File: src/rtl/wb_relay_sequencer.sv
// Wishbone B3 relay output register with per-channel minimum-on/minimum-off hold timers and load shed.
// Define RELAY_STAGGER_EN to allow at most one OFF->ON transition per tick window (lowest index first).
module wb_relay_sequencer #(
  parameter int unsigned N_CH     = 8,
  parameter int unsigned PRESCALE = 50000,
  parameter int unsigned TIMER_W  = 16,
  parameter int unsigned MIN_ON   = 180,
  parameter int unsigned MIN_OFF  = 300
) (
  input  logic              clk,
  input  logic              rst_n,
  input  logic [1:0]        wb_adr,
  input  logic [31:0]       wb_dat_i,
  output logic [31:0]       wb_dat_o,
  input  logic [3:0]        wb_sel,
  input  logic              wb_we,
  input  logic              wb_stb,
  input  logic              wb_cyc,
  output logic              wb_ack,
  input  logic [N_CH-1:0]   shed,
  output logic [N_CH-1:0]   relay_out
);

  localparam int unsigned PS_W = $clog2(PRESCALE);
  localparam logic [TIMER_W-1:0] MIN_ON_T  = TIMER_W'(MIN_ON);
  localparam logic [TIMER_W-1:0] MIN_OFF_T = TIMER_W'(MIN_OFF);

  typedef enum logic [1:0] {
    OFF_HOLD,
    OFF,
    ON_HOLD,
    ON
  } ch_state_t;

  logic [PS_W-1:0]    ps_cnt;
  logic               tick;

  logic [N_CH-1:0]    req_q;
  logic [N_CH-1:0]    req_wr;
  logic [N_CH-1:0]    hold_vec;
  logic [N_CH-1:0]    relay_d;
  logic               acc;
  logic               req_write;
  logic [31:0]        lane_mask;
  logic [31:0]        req_wide;
  logic [31:0]        rd_data;
  logic               unused_bits;

  ch_state_t          state_q [N_CH];
  ch_state_t          state_d [N_CH];
  logic [TIMER_W-1:0] timer_q [N_CH];
  logic [TIMER_W-1:0] timer_d [N_CH];

`ifdef RELAY_STAGGER_EN
  logic               stagger_q;
  logic               stagger_d;
`endif

  // Prescaler: tick on the cycle the count sits at PRESCALE-1
  assign tick = (ps_cnt == PS_W'(PRESCALE - 1));

  always_ff @(posedge clk or negedge rst_n) begin
    if (!rst_n) begin
      ps_cnt <= '0;
    end else if (tick) begin
      ps_cnt <= '0;
    end else begin
      ps_cnt <= ps_cnt + PS_W'(1);
    end
  end

  // Bus front end
  assign acc       = wb_stb & wb_cyc & ~wb_ack;
  assign req_write = acc & wb_we & (wb_adr == 2'd0);

  always_comb begin
    lane_mask = '0;
    for (int unsigned b = 0; b < 4; b++) begin
      lane_mask[b*8 +: 8] = {8{wb_sel[b]}};
    end
    req_wide = (32'(req_q) & ~lane_mask) | (wb_dat_i & lane_mask);
    req_wr   = req_wide[N_CH-1:0];
  end

  assign unused_bits = ^req_wide;

  always_comb begin
    hold_vec = '0;
    for (int unsigned i = 0; i < N_CH; i++) begin
      hold_vec[i] = (timer_q[i] != '0);
    end
  end

  always_comb begin
    rd_data = '0;
    case (wb_adr)
      2'd0:    rd_data = 32'(req_q);
      2'd1:    rd_data = 32'(relay_out);
      2'd2:    rd_data = 32'(hold_vec);
      default: rd_data = 32'(req_q ^ relay_out);
    endcase
  end

  always_ff @(posedge clk or negedge rst_n) begin
    if (!rst_n) begin
      wb_ack   <= 1'b0;
      wb_dat_o <= '0;
      req_q    <= '0;
    end else begin
      wb_ack <= acc;
      if (acc && !wb_we) begin
        wb_dat_o <= rd_data;
      end
      if (req_write) begin
        req_q <= req_wr;
      end
    end
  end

  // Channel FSMs: hold expiry and the follow-on transition are taken on the same edge
  always_comb begin
    logic expired;
    logic turn_on;
    logic turn_off;
    logic blocked;
    logic any_on;
    relay_d  = relay_out;
    expired  = 1'b0;
    turn_on  = 1'b0;
    turn_off = 1'b0;
    any_on   = 1'b0;
`ifdef RELAY_STAGGER_EN
    blocked  = stagger_q;
    stagger_d = stagger_q;
`else
    blocked  = 1'b0;
`endif
    for (int unsigned i = 0; i < N_CH; i++) begin
      state_d[i] = state_q[i];
      timer_d[i] = timer_q[i];
      expired    = (timer_q[i] == '0);
      turn_on    = 1'b0;
      turn_off   = 1'b0;
      if (tick && !expired) begin
        timer_d[i] = timer_q[i] - TIMER_W'(1);
      end
      case (state_q[i])
        OFF_HOLD, OFF: begin
          if (expired || state_q[i] == OFF) begin
            state_d[i] = OFF;
            turn_on    = req_q[i] & ~shed[i] & ~blocked;
          end
        end
        ON_HOLD: begin
          if (shed[i] || (expired && !req_q[i])) begin
            turn_off = 1'b1;
          end else if (expired) begin
            state_d[i] = ON;
          end
        end
        ON: begin
          turn_off = shed[i] | ~req_q[i];
        end
        default: state_d[i] = OFF_HOLD;
      endcase
      if (turn_on) begin
        state_d[i] = ON_HOLD;
        timer_d[i] = MIN_ON_T;
        relay_d[i] = 1'b1;
        any_on     = 1'b1;
`ifdef RELAY_STAGGER_EN
        blocked    = 1'b1;
`endif
      end
      if (turn_off) begin
        state_d[i] = OFF_HOLD;
        timer_d[i] = MIN_OFF_T;
        relay_d[i] = 1'b0;
      end
    end
`ifdef RELAY_STAGGER_EN
    // A turn-on on a tick edge still closes the window it opens
    stagger_d = any_on | (stagger_q & ~tick);
`endif
  end

  always_ff @(posedge clk or negedge rst_n) begin
    if (!rst_n) begin
      for (int unsigned i = 0; i < N_CH; i++) begin
        state_q[i] <= OFF_HOLD;
        timer_q[i] <= MIN_OFF_T;
      end
      relay_out <= '0;
`ifdef RELAY_STAGGER_EN
      stagger_q <= 1'b0;
`endif
    end else begin
      for (int unsigned i = 0; i < N_CH; i++) begin
        state_q[i] <= state_d[i];
        timer_q[i] <= timer_d[i];
      end
      relay_out <= relay_d;
`ifdef RELAY_STAGGER_EN
      stagger_q <= stagger_d;
`endif
    end
  end

endmodule

File: config.mk
export PLATFORM = sky130hd
export DESIGN_NAME = wb_relay_sequencer
export DESIGN_NICKNAME = d
export VERILOG_FILES = /design/src/rtl/wb_relay_sequencer.sv
export SDC_FILE = /design/constraint.sdc
export NUM_CORES = 1
export LEC_CHECK = 0
export ABC_AREA = 0
export CORE_MARGIN = 2
export CORE_UTILIZATION = 30
export DETAILED_ROUTE_END_ITERATION = 10
export PLACE_DENSITY = 0.53
export SLEW_MARGIN = 10
export SYNTH_ARGS = -nofsm -noshare
export SYNTH_HDL_FRONTEND = slang
export SYNTH_SLANG_ARGS = --single-unit
File: constraint.sdc
create_clock -name clk -period 4.2 [get_ports clk]
set_clock_uncertainty 0.15 [all_clocks]
set_input_delay 1.05 -clock clk [delete_from_list [all_inputs] [get_ports clk]]
set_output_delay 1.05 -clock clk [all_outputs]
set_load 0.05 [all_outputs]
=== Word level (Yosys, flattened, before mapping) ===
Cells that the tools add are included.

* Word-level logic and storage cells: 367
* Output and inout bits: 41
* Register bits after elaboration: 209

* Add/sub/neg operators: 9
* Reductions and logical operators: 115
* Bitwise gates (word level): 42
* Mux-type cells: 122
* Eq/ne operators: 51

{| class="wikitable"
|+ Operator list
! cell !! count
|-
| 16-bit 2-to-1 mux || 25
|-
| 16-bit zero test || 8
|-
| 16-bit nonzero test || 8
|-
| 16-bit by 1-bit subtractor with 16-bit output (second input constant) || 8
|-
| 4-bit != test (second input constant) || 24
|-
| 2-bit 2-to-1 mux || 40
|-
| 1-bit 2-to-1 mux || 40
|-
| 2-bit == test (second input constant) || 17
|-
| 2-bit case mux with 2 select lines || 8
|-
| 4-bit AND reduction || 8
|-
| 4-bit nonzero test || 8
|-
| 8-bit case mux with 3 select lines || 1
|-
| 3-bit nonzero test || 8
|-
| 2-bit by 1-bit == test with 1-bit output (second input constant) || 9
|-
| 2-bit zero test || 9
|-
| 1-bit logical AND || 17
|-
| 1-bit zero test || 17
|-
| 1-bit inverter || 17
|-
| 16-bit by 1-bit adder with 16-bit output (second input constant) || 1
|-
| 8-bit bitwise AND || 2
|-
| 16-bit == test (second input constant) || 1
|-
| 1-bit logical OR || 16
|-
| 1-bit case mux with 2 select lines || 8
|-
| 2-bit nonzero test || 8
|-
| other kinds (6) || 31
|}

=== Longest topological paths before layout ===
Gate-level depths: netlist of run 1.

* Word-level depth: 7
* Depth in mapped cells: 10

=== Worst setup path before layout of run 1 ===
OpenSTA, ideal clock, no wires.

* Path type: register to register
* From: register timer_q[118] (netlist name)
* To: register timer_q[119] (netlist name)
* Stages on the path, launching flop included: 8
* Slack: 1.741 ns
* Path buffers: 1
* Library setup time: 0.121 ns
* Clock period less this slack: 2.459 ns
* Data required time: 3.929 ns
* Arrival: 2.188 ns
* Cell sequence: dfrtp_1 -> or4_4 -> or3_1 -> buf_2 -> o41a_4 -> nand3_2 -> o21ai_1 -> a22o_1

* Word-level cells in the longest chain between the ends: 6
* Elaborated cells between the ends (all ways): 15
* Those cells by class: 1 x add/sub; 7 x mux; 7 x reduce/logical

{| class="wikitable"
|+ Ends and longest elaborated chain
! element !! line !! RTL
|-
| from (decl) || 51 || <nowiki>logic [TIMER_W-1:0] timer_q [N_CH];</nowiki>
|-
| from (signal, indexed assignment) || 200 || <nowiki>timer_q[i] <= timer_d[i];</nowiki>
|-
| branches (longest 6 deep; another with 16-bit by 1-bit subtractor with 16-bit output) || n/a ||
|}

Several ways; the timed one is not identified. The select of a mux whose other input is x is not followed.
A chain may end at the register's enable or synchronous reset.

=== Worst setup path in the final report of run 1 ===
* From: register ps_cnt[12]
* To: register timer_q[43] (netlist name)

* Word-level cells in the longest chain between the ends: 3

{| class="wikitable"
|+ Ends and longest elaborated chain
! element !! line !! RTL
|-
| from (decl) || 35 || <nowiki>logic [PS_W-1:0] ps_cnt;</nowiki>
|-
| from (signal assigned) || 68 || <nowiki>ps_cnt <= ps_cnt + PS_W'(1);</nowiki>
|-
| 16-bit == test || 60 || <nowiki>assign tick = (ps_cnt == PS_W'(PRESCALE - 1));</nowiki>
|-
| 1-bit logical AND || 144 || <nowiki>if (tick && !expired) begin</nowiki>
|-
| 3-bit nonzero test (no source line) || n/a ||
|}

No other way between the ends.

==> metrics, run 1 <==
Num Clock Sinks=185; Post-CTS Setup Bufs=0; pre-CTS WS=0.750 ns; largest net degree at the start of global routing=84; Synth Warn #=0; Most used DFF post-synth=dfrtp_1; Slew Limit Headroom=42.4%; initial drt markers=418; clk_lat worst skew=about 0.43 ns; initial antenna violation count=1; Avg WL per Cell=14.1 um; CTS Hold Bufs=0; WHS Path Cells=1; Clock transition at path regs=0.07 ns; DR vias=7328; Final TNS setup=0 ns; Post-synth EDFFs=0; Mapped Area=0.00978 mm2; GRT Total Usage=13.3%; vias in the first global route=7185; final worst path period share=between 70% and 80%; RSZ-0062 raised after global routing=no; worst vdd ir=between 0.3 and 0.4 mV; Cells after DPL=1489; Seq cells post-synth=approximately 190; DR vias/cell=4.82; core footprint=0.0323 mm2; CP startpoint kind=register; total die area=between 0.03 and 0.04 mm2; first-pass GRT wire length=36.4 mm; clock buffer depth=2; cell taking the most area after synthesis=dfrtp_1; Initial Util=30.3%; Worst EP arrival=~3.4 ns; Hold Crit Class=register to register; cell count after synthesis=1018; H-tree depth=4; FF-to-FF End=timer_q[43]$_DFFE_PN0P_; HPWL after detailed placement=14.8 mm; Worst Tran Pin Value=0.855 ns; root buffer cell=clkbuf_16; Hold Crit Endpoint=ps_cnt[0]$_DFF_PN0_; PD cells=roughly 520 mW/mm2; nets=1128; r2r startpoint=ps_cnt[12]$_DFF_PN0_; Die Wd=185 um; share of cells above drive strength 1=10.5%; final hold vios=0; GP Congestion=0.774; CP max-delay cell=nand4_1; Final Slew Violations=0; CTS buffer count=17; Yosys cell types=72; Overflow after GRT=0; sequential share of the synthesized area=between 40% and 50%; number of diodes=0; fin crit period=3.23 ns; CP Cell Sequence=nor4b_1 > nand4_1 > buf_4 > or4_1 > nor4_1 > xnor2_1 > nor2_1; R2R Setup Slk=0.97 ns; Post-DRT Antenna Nets=0; Avg Cell Area, Syn=9.61 um2; die span in y=185 um; status=complete, no violations; CTS tree=done; Residual DRC=0; share of the synthesized area in the top cell type=39.2%; crit end category=register; row count=66; final setup violation count=0; Critical Path Max Stage Delay=0.66 ns; Final WS setup=0.974 ns; drt first pass iters=4; critical path required time=4.35 ns; R2R cell count=7; post-CTS resize count=0; Async SR Flop Fraction=100%; Post-Layout Cell Count=1521; max cap viols=0; total wire length=approximately 21 mm; Fill cells=3254; Syn-to-layout area delta=15.1%; upper clock frequency limit=0.310 GHz; Area contributors post-synth=dfrtp_1 39%, dfstp_2 8.6%, nor2_1 6.2%; I/O pins=92; worst-path fanout max=9; worst min-delay path startpoint=ps_cnt[0]$_DFF_PN0_; WS Path Type=register to register; IO Port Bufs=40; Static Leak=4.62 nW
[routing by layer]
metal | routed length, um | GRT usage (%) | part of all wire [%]
met1 | 11000 | 18.7 | 51
met2 | 9610 | 20.7 | 45
met4 | 255 | 3.94 | 1.2
met5 | 12 | 0 | 0.056
met3 | 516 | 2.43 | 2.4
[worst max-delay path by stage]
stage / start / end / slack [ns] / depth (start not counted)
2_1_floorplan: timer_q[118]$_DFFE_PN0P_ / timer_q[119]$_DFFE_PN0P_ / 1.74 / 7
3_3_place_gp: wb_adr[1] / register / 0.74 / 4
3_5_place_dp: wb_adr[1] / register / 0.75 / 4
4_1_cts: ps_cnt[0]$_DFF_PN0_ / timer_q[43]$_DFFE_PN0P_ / 0.90 / 8
5_1_grt: ps_cnt[0]$_DFF_PN0_ / timer_q[59]$_DFFE_PN0P_ / 0.68 / 8
6_report: ps_cnt[12]$_DFF_PN0_ / timer_q[43]$_DFFE_PN0P_ / 0.97 / 7
[cell usage after synthesis, types with 5 or more instances]
cell,number
nor2_1,161
dfrtp_1,153
xnor2_1,57
nand2_1,56
xor2_1,51
a21oi_1,45
o21ai_0,39
nor3_1,38
nand3_1,33
dfstp_2,32
or3_1,28
inv_1,26
buf_4,25
nor4_1,21
or4_1,20
nand2b_1,19
nand4_1,14
a211oi_1,11
and3_1,11
ha_1,11
buf_2,10
clkbuf_1,10
or2_2,10
a31oi_1,9
mux2i_1,9
mux2_2,8
o31ai_1,8
nand3b_1,7
nor4b_1,7
nor2b_1,6
and2_1,5
[state kept, by name, summed over array words and instances, names as in the netlist, named ones only]
signal and flops:
timer_q 128, ps_cnt 16, relay_out 8, wb_dat_o 8, state_q 16, wb_ack 1
[logic make-up (layout without fill, tap and decap cells)]
kind of cell / Yosys count / in the layout / share of synthesized area (%)
AOI/OAI and AO/OA: 157 / 157 / 10.2
buffers and inverters: 73 / 111 / 3.89
DFF: 185 / 185 / 47.7
muxes: 17 / 17 / 1.84
other: 1 / 24 / 0.0383
adders and majority gates: 11 / 11 / 1.41
xor gates and xnor gates: 108 / 108 / 9.67
and+or+nand+nor: 466 / 466 / 25.2
[cell usage in the layout, fill, tap and decap left out, drive strengths merged, types with 11 or more instances in the layout]
| cell | instances |
|---|---|
| nor2 | 161 |
| dfrtp | 153 |
| xnor2 | 57 |
| nand2 | 57 |
| xor2 | 51 |
| a21oi | 45 |
| o21ai | 42 |
| nor3 | 40 |
| clkdlybuf4s50 | 39 |
| nand3 | 34 |
| dfstp | 32 |
| or3 | 29 |
| inv | 28 |
| nor4 | 26 |
| conb | 24 |
| clkbuf | 23 |
| or4 | 21 |
| nand2b | 19 |
| nand4 | 14 |
| buf | 13 |
| and3 | 11 |
| a211oi | 11 |
| ha | 11 |
[area by class of cell]
cell class	instances	area [um2]	share of cell area (%)
repair buffers	53	514	4.57
clock buffers	22	464	4.12
inverters	26	97.6	0.867
clock inverters	10	141	1.26
flip-flops and latches	185	4670	41.5
well taps	442	553	4.91
multi-input cells	783	4820	42.8
[through the flow]
| stage | power [W] | hold WS (ns) | util (%) | instance area, um2 |
|---|---|---|---|---|
| after floorplan | 0.00374 | 0.305 | - | 9870 |
| after global placement | 0.00414 | 0.319 | 33.0 | 10700 |
| after detailed placement | 0.00416 | 0.334 | 33.0 | 10700 |
| after CTS | 0.00586 | 0.344 | 34.9 | 11300 |
| after global routing | 0.00617 | 0.367 | 34.9 | 11300 |
| final | 0.00580 | 0.336 | 34.9 | 11300 |
[critical path, delay by kind of cell (launching register included)]
family	cells	cell delay [ns]
simple gates	5	1.97
buf+inv	1	0.41
xor+xnor	1	0.16
flops	1	0.42
[power by group]
part | switching, W | internal [W] | total (W)
Combinational | 0.000818 | 0.000625 | 0.00144
Sequential | 0.000438 | 0.00225 | 0.00269
Clock | 0.000696 | 0.000972 | 0.00167
Total | 0.00195 | 0.00385 | 0.00580
No activity file was read; power rests on OpenSTA's default activity.
==> run 2, diff against run 1 <==
==> constraint.sdc (replaced) <==
create_clock -name clk -period 3.3 [get_ports clk]
set_clock_uncertainty 0.15 [all_clocks]
set_input_delay 0.825 -clock clk [delete_from_list [all_inputs] [get_ports clk]]
set_output_delay 0.825 -clock clk [all_outputs]
set_load 0.05 [all_outputs]
==> run 2 against run 1 <==
Utilization is 0.40 points higher; total power is 27% higher; critical path type unchanged; global-route usage is 0.31 points higher; critical endpoint is now timer_q[93]$_DFFE_PN0P_; via count is 2.1% higher; highest routed layer is now met4.
==> metrics, run 2 (synthesis results as in run 1) <==
PD cells=647 mW/mm2 (was 515 mW/mm2); P_int=0.00484 W (was 0.00385 W); initial drt markers=376 (was 418); Initial Util=30.3% (unchanged); CP max-delay cell=or4_1 (was nand4_1); root buffer cell=clkbuf_16 (unchanged); status=complete, no violations (unchanged); largest net degree at the start of global routing=77 (was 84); Largest Register=timer_q (unchanged); IO Port Bufs=40 (unchanged); CP Cell Sequence=inv_1 > ha_1 > or3b_2 > or4_1 > nand4_1 > or4_1 > xor2_1 > nor2_1 (was nor4b_1 > nand4_1 > buf_4 > or4_1 > nor4_1 > xnor2_1 > nor2_1); clk_lat worst skew=0.44 ns (was 0.43 ns); final worst path period share=83.3% (was 76.8%); GRT Total Usage=13.6% (was 13.3%); Final Cell Area=0.0114 mm2 (was 0.0113 mm2); Final Util=35.3% (was 34.9%); Post-DRT Antenna Nets=0 (unchanged); drt first pass iters=5 (was 4); Psw=0.00252 W (was 0.00195 W); worst vdd ir=0.344 mV (was 0.310 mV); initial antenna violation count=0 (was 1); Final WS setup=0.551 ns (was 0.974 ns); HPWL after detailed placement=15.4 mm (was 14.8 mm); most frequent cells in the layout=161 x nor2_1, 153 x dfrtp_1, 57 x xnor2_1 (unchanged); vias in the first global route=7096 (was 7185); RSZ-0062 raised after global routing=no (unchanged); final setup violation count=0 (unchanged); Static Leak=4.70 nW (was 4.62 nW); GP Congestion=0.766 (was 0.774); Clock transition at path regs=0.07 ns (about the same); pre-CTS WS=0.480 ns (was 0.750 ns); upper clock frequency limit=0.364 GHz (was 0.310 GHz); largest registers=timer_q (128), ps_cnt (16), state_q (16) (unchanged); CTS buffer count=17 (unchanged); first-pass GRT wire length=36.7 mm (was 36.4 mm); Largest register FFs=128 (unchanged); die span in y=185 um (unchanged); crit end category=register (unchanged); Worst EP arrival=2.91 ns (was 3.38 ns); CP most frequent cell=or4_1; Die Wd=185 um (unchanged); max cap viols=0 (unchanged); placed cell area=0.0108 mm2 (was 0.0107 mm2); sequential power share=46.4% (was 46.3%); share of cells above drive strength 1=12.0% (was 10.5%); post-CTS resize count=0 (unchanged); largest delay contributor family on the critical path=simple AND/OR/NAND/NOR gates (unchanged); worst-path fanout max=8 (was 9); CTS Hold Bufs=0 (unchanged); DR vias/cell=4.86 (was 4.82); core footprint=0.0323 mm2 (unchanged); final hold vios=0 (unchanged); Residual DRC=0 (unchanged); Clk network pwr share=28.3% (was 28.8%); Overflow after GRT=0 (unchanged); H-tree depth=4 (unchanged); total wire length=21.9 mm (was 21.4 mm); CTS tree=done (unchanged); fin crit period=2.75 ns (was 3.23 ns); switching fraction of total power=34.3% (was 33.7%); Final Slew Violations=0 (unchanged); Hold Crit Class=primary input to async pin (was register to register); Buffers & Inverters on Critical Path=1 (unchanged); Post-Layout Cell Count=1538 (was 1521); row count=66 (unchanged); Syn-to-layout area delta=16.4% (was 15.1%); clock buffer depth=2 (unchanged); share of power burned in combinational logic=25.2% (was 24.9%); commonest non-fill, non-tap cell in the layout=nor2_1 (unchanged); critical path required time=3.47 ns (was 4.35 ns); Cells after DPL=1506 (was 1489); number of diodes=0 (unchanged); Critical Path Max Stage Delay=0.60 ns (was 0.66 ns); Num Clock Sinks=185 (unchanged); DR vias=7480 (was 7328); Post-CTS Setup Bufs=0 (unchanged); Avg WL per Cell=14.3 um (was 14.1 um); total die area=0.0341 mm2 (unchanged); WS Path Type=register to register (unchanged); CP startpoint kind=register (unchanged); Final TNS setup=0 ns (unchanged); I/O pins=92 (unchanged); Worst Tran Pin Value=0.790 ns (was 0.855 ns); Slew Limit Headroom=46.8% (was 42.4%); nets=1145 (was 1128)
-- run 2: stage by stage --
stage	total power [W]	hold WS (ns)
after floorplan	0.00477	0.305
after global placement	0.00528	0.326
after detailed placement	0.00532	0.334
after CTS	0.00746	0.297
after global routing	0.00787	0.307
final	0.00736	0.257
-- run 2: worst paths after layout --
check	slack, ns	cells past startpoint	to	startpoint
setup / recovery	0.55	8	timer_q[93]$_DFFE_PN0P_	timer_q[80]$_DFFE_PN0P_
hold / removal	0.26	1	timer_q[112]$_DFFE_PN0P_	rst_n
setup reg to reg	0.55	8	timer_q[93]$_DFFE_PN0P_	timer_q[80]$_DFFE_PN0P_
hold reg to reg	0.35	1	ps_cnt[0]$_DFF_PN0_	ps_cnt[0]$_DFF_PN0_
max in group asynchronous	1.92	2	timer_q[85]$_DFFE_PN1P_	rst_n
min in group clk	0.35	1	ps_cnt[0]$_DFF_PN0_	ps_cnt[0]$_DFF_PN0_
-- run 2: cell type report --
cell class / count / area, um2
inverters: 26 / 97.6
flip-flops and latches: 185 / 4670
multi-input cells: 783 / 4820
fillers: 3266 / 20900
clock inverters: 11 / 134
repair buffers: 70 / 654
clock buffers: 21 / 460
well taps: 442 / 553
-- run 2: power groups by stage --
| stage | registers (W) | clock network (W) | logic, W |
|---|---|---|---|
| final | 0.00342 | 0.00208 | 0.00186 |
| after global routing | 0.00352 | 0.00225 | 0.00209 |
| after CTS | 0.00342 | 0.00217 | 0.00188 |
| after detailed placement | 0.00345 | 0 | 0.00187 |
| after global placement | 0.00344 | 0 | 0.00184 |
| after floorplan | 0.00353 | 0 | 0.00123 |
-- run 2: routing by layer --
metal  vias to the layer above  wire length (um)  GRT usage (%)
met5                         -                 0              0
met4                         0               274           3.81
met3                        18               668           2.75
met2                       103             10100           21.5
met1                      3665             10900           18.9
li1                       3694                 -              -
==> run 3, diff against run 2 <==
==> constraint.sdc (replaced) <==
create_clock -name clk -period 2.64 [get_ports clk]
set_clock_uncertainty 0.15 [all_clocks]
set_input_delay 0.66 -clock clk [delete_from_list [all_inputs] [get_ports clk]]
set_output_delay 0.66 -clock clk [all_outputs]
set_load 0.05 [all_outputs]
==> run 3 against run 2 <==
Global-route usage rose by 0.30 points; total power rose by 27%; worst hold slack worse by 0.19 ns; critical path depth fell by 1; fmax rose by 6.4%; design area grew 4.5%; first-iteration DRC count rose by 12%; sequential power up 25%; cell count increased by 3.5%; count of clock-buffer cells in the layout shrank 1; non-clock buffer count increased by 54; worst setup slack got worse by 0.49 ns; critical path type unchanged.
==> metrics, run 3 (synthesis results as in run 1) <==
clock buffer depth=2 (unchanged); row count=66 (unchanged); status=complete, no violations (unchanged); Hold Crit Class=primary input to async pin (unchanged); switching fraction of total power=34.3% (about the same); largest net degree at the start of global routing=64 (was 77); Largest register FFs=128 (unchanged); Clock transition at path regs=0.07 ns (about the same); CP startpoint kind=register (unchanged); Worst Setup SP=timer_q[86]$_DFFE_PN0P_ (was timer_q[80]$_DFFE_PN0P_); total wire length=22.7 mm (was 21.9 mm); final hold vios=0 (unchanged); PD cells=787 mW/mm2 (was 647 mW/mm2); Largest Register=timer_q (unchanged); largest registers=timer_q (128), ps_cnt (16), state_q (16) (unchanged); share of cells above drive strength 1=17.7% (was 12.0%); first-pass GRT wire length=37.8 mm (was 36.7 mm); HPWL after detailed placement=16.1 mm (was 15.4 mm); commonest non-fill, non-tap cell in the layout=nor2_1 (unchanged); WS Path Type=register to register (unchanged); pre-CTS WS=-0.0351 ns (was 0.480 ns); GRT Total Usage=13.9% (was 13.6%); CTS tree=done (unchanged); Static Leak=4.99 nW (was 4.70 nW); Die Wd=185 um (unchanged); Post-DRT Antenna Nets=0 (unchanged); drt first pass iters=7 (was 5); share of power burned in combinational logic=26.8% (was 25.2%); Overflow after GRT=0 (unchanged); Worst EP arrival=2.75 ns (was 2.91 ns); Final Slew Violations=0 (unchanged); IO Port Bufs=40 (unchanged); initial antenna violation count=0 (unchanged); most frequent cells in the layout=160 x nor2_1, 153 x dfrtp_1, 80 x buf_4 (was 161 x nor2_1, 153 x dfrtp_1, 57 x xnor2_1); final worst path period share=97.8% (was 83.3%); P_int=0.00615 W (was 0.00484 W); critical path required time=2.81 ns (was 3.47 ns); Residual DRC=0 (unchanged); worst-path fanout max=8 (unchanged); top layer in use=met4 (unchanged); fin crit period=2.58 ns (was 2.75 ns); vias in the first global route=7438 (was 7096); Syn-to-layout area delta=21.6% (was 16.4%); Power, Total=0.00936 W (was 0.00736 W); I/O pins=92 (unchanged); placed cell area=0.0112 mm2 (was 0.0108 mm2); met2 routed WL=10.5 mm (was 10.1 mm); initial drt markers=421 (was 376); number of diodes=0 (unchanged); total die area=0.0341 mm2 (unchanged); clk_lat worst skew=0.43 ns (was 0.44 ns); Final Cell Area=0.0119 mm2 (was 0.0114 mm2); Clk network pwr share=27.7% (was 28.3%); Slew Limit Headroom=62.5% (was 46.8%); Avg WL per Cell=14.2 um (was 14.3 um); max cap viols=0 (unchanged); wl on met1=11.1 mm (was 10.9 mm); nets=1199 (was 1145); core footprint=0.0323 mm2 (unchanged); RSZ-0062 raised after global routing=yes (was no); R2R cell count=7 (was 8); die span in y=185 um (unchanged); worst vdd ir=0.370 mV (was 0.344 mV); Final TNS setup=0 ns (unchanged); root buffer cell=clkbuf_16 (unchanged); CTS buffer count=17 (unchanged); r2r startpoint=timer_q[86]$_DFFE_PN0P_ (was timer_q[80]$_DFFE_PN0P_); GP Congestion=0.795 (was 0.766); H-tree depth=4 (unchanged); Psw=0.00321 W (was 0.00252 W); Num Clock Sinks=185 (unchanged); sequential power share=45.5% (was 46.4%); Initial Util=30.3% (unchanged); final setup violation count=0 (unchanged); DR vias/cell=4.82 (was 4.86); metal3 WL=718 um (was 668 um); upper clock frequency limit=0.387 GHz (was 0.364 GHz); Worst Tran Pin Value=0.560 ns (was 0.790 ns); DR vias=7676 (was 7480); Final WS setup=0.0569 ns (was 0.551 ns); crit end category=register (unchanged)
==> run 3: cell count changes in the layout (fill, tap and decap cells not counted), sizes merged <==
cell / delta
clkbuf: -1
clkinv: +2
buf: +54
inv: -1
==> run 3: worst paths after layout <==
path / to / slack, ns
max: timer_q[95]$_DFFE_PN0P_ / 0.06
min: timer_q[12]$_DFFE_PN0P_ / 0.07
max reg2reg: timer_q[95]$_DFFE_PN0P_ / 0.06
min reg2reg: ps_cnt[0]$_DFF_PN0_ / 0.34
max in group asynchronous: timer_q[50]$_DFFE_PN1P_ / 1.56
min in group clk: ps_cnt[0]$_DFF_PN0_ / 0.34
==> run 3: layer usage <==
| metal | vias up | global-route usage, % |
|---|---|---|
| met5 | - | 0 |
| met4 | 0 | 3.87 |
| met3 | 18 | 2.83 |
| met2 | 115 | 22.0 |
| met1 | 3754 | 19.2 |
| li1 | 3789 | - |
==> run 3: cell type report <==
| type | instances | area [um2] |
|---|---|---|
| fill | 3213 | 20400 |
| multi-input combinational | 783 | 4900 |
| sequential | 185 | 4670 |
| timing repair buffer | 124 | 1080 |
| tap | 442 | 553 |
| clock buffer | 20 | 457 |
| clock inverter | 12 | 139 |
| inverter | 26 | 97.6 |
==> run 3: worst max-delay path, cell delays in order (launching register included) <==
cell and delay (ns):
dfrtp_1 0.38, or4_1 0.63, or4_4 0.57, nand4_1 0.33, buf_4 0.18, nor3_1 0.04
xnor2_1 0.13, nor2_1 0.05
==> run 3: power groups by stage <==
stage	registers (W)	logic, W	clock network, W
detailed placement	0.00429	0.00247	0
finish	0.00426	0.00251	0.00260
floorplan	0.00442	0.00154	0
CTS	0.00425	0.00249	0.00268
global route	0.00437	0.00281	0.00281
global placement	0.00428	0.00243	0
==> run 3: timing repair <==
| item | CTS | global route |
|---|---|---|
| resized for setup | 2 | 20 |
| hold buffers | 0 | 0 |
| buffers inserted | 0 | 4 |
| endpoints found under the hold margin | 0 | 0 |
| endpoints found under the setup margin | 4 | 42 |
| pin swaps | 2 | 3 |
==> run 3: per-stage QoR <==
step	util, %	hold WS (ns)	cells
after global placement	34.6	0.313	1556
after floorplan	-	0.214	1041
after global routing	36.8	0.0888	1592
after CTS	36.5	0.0746	1588
final	36.8	0.0688	1592
after detailed placement	34.6	0.327	1556
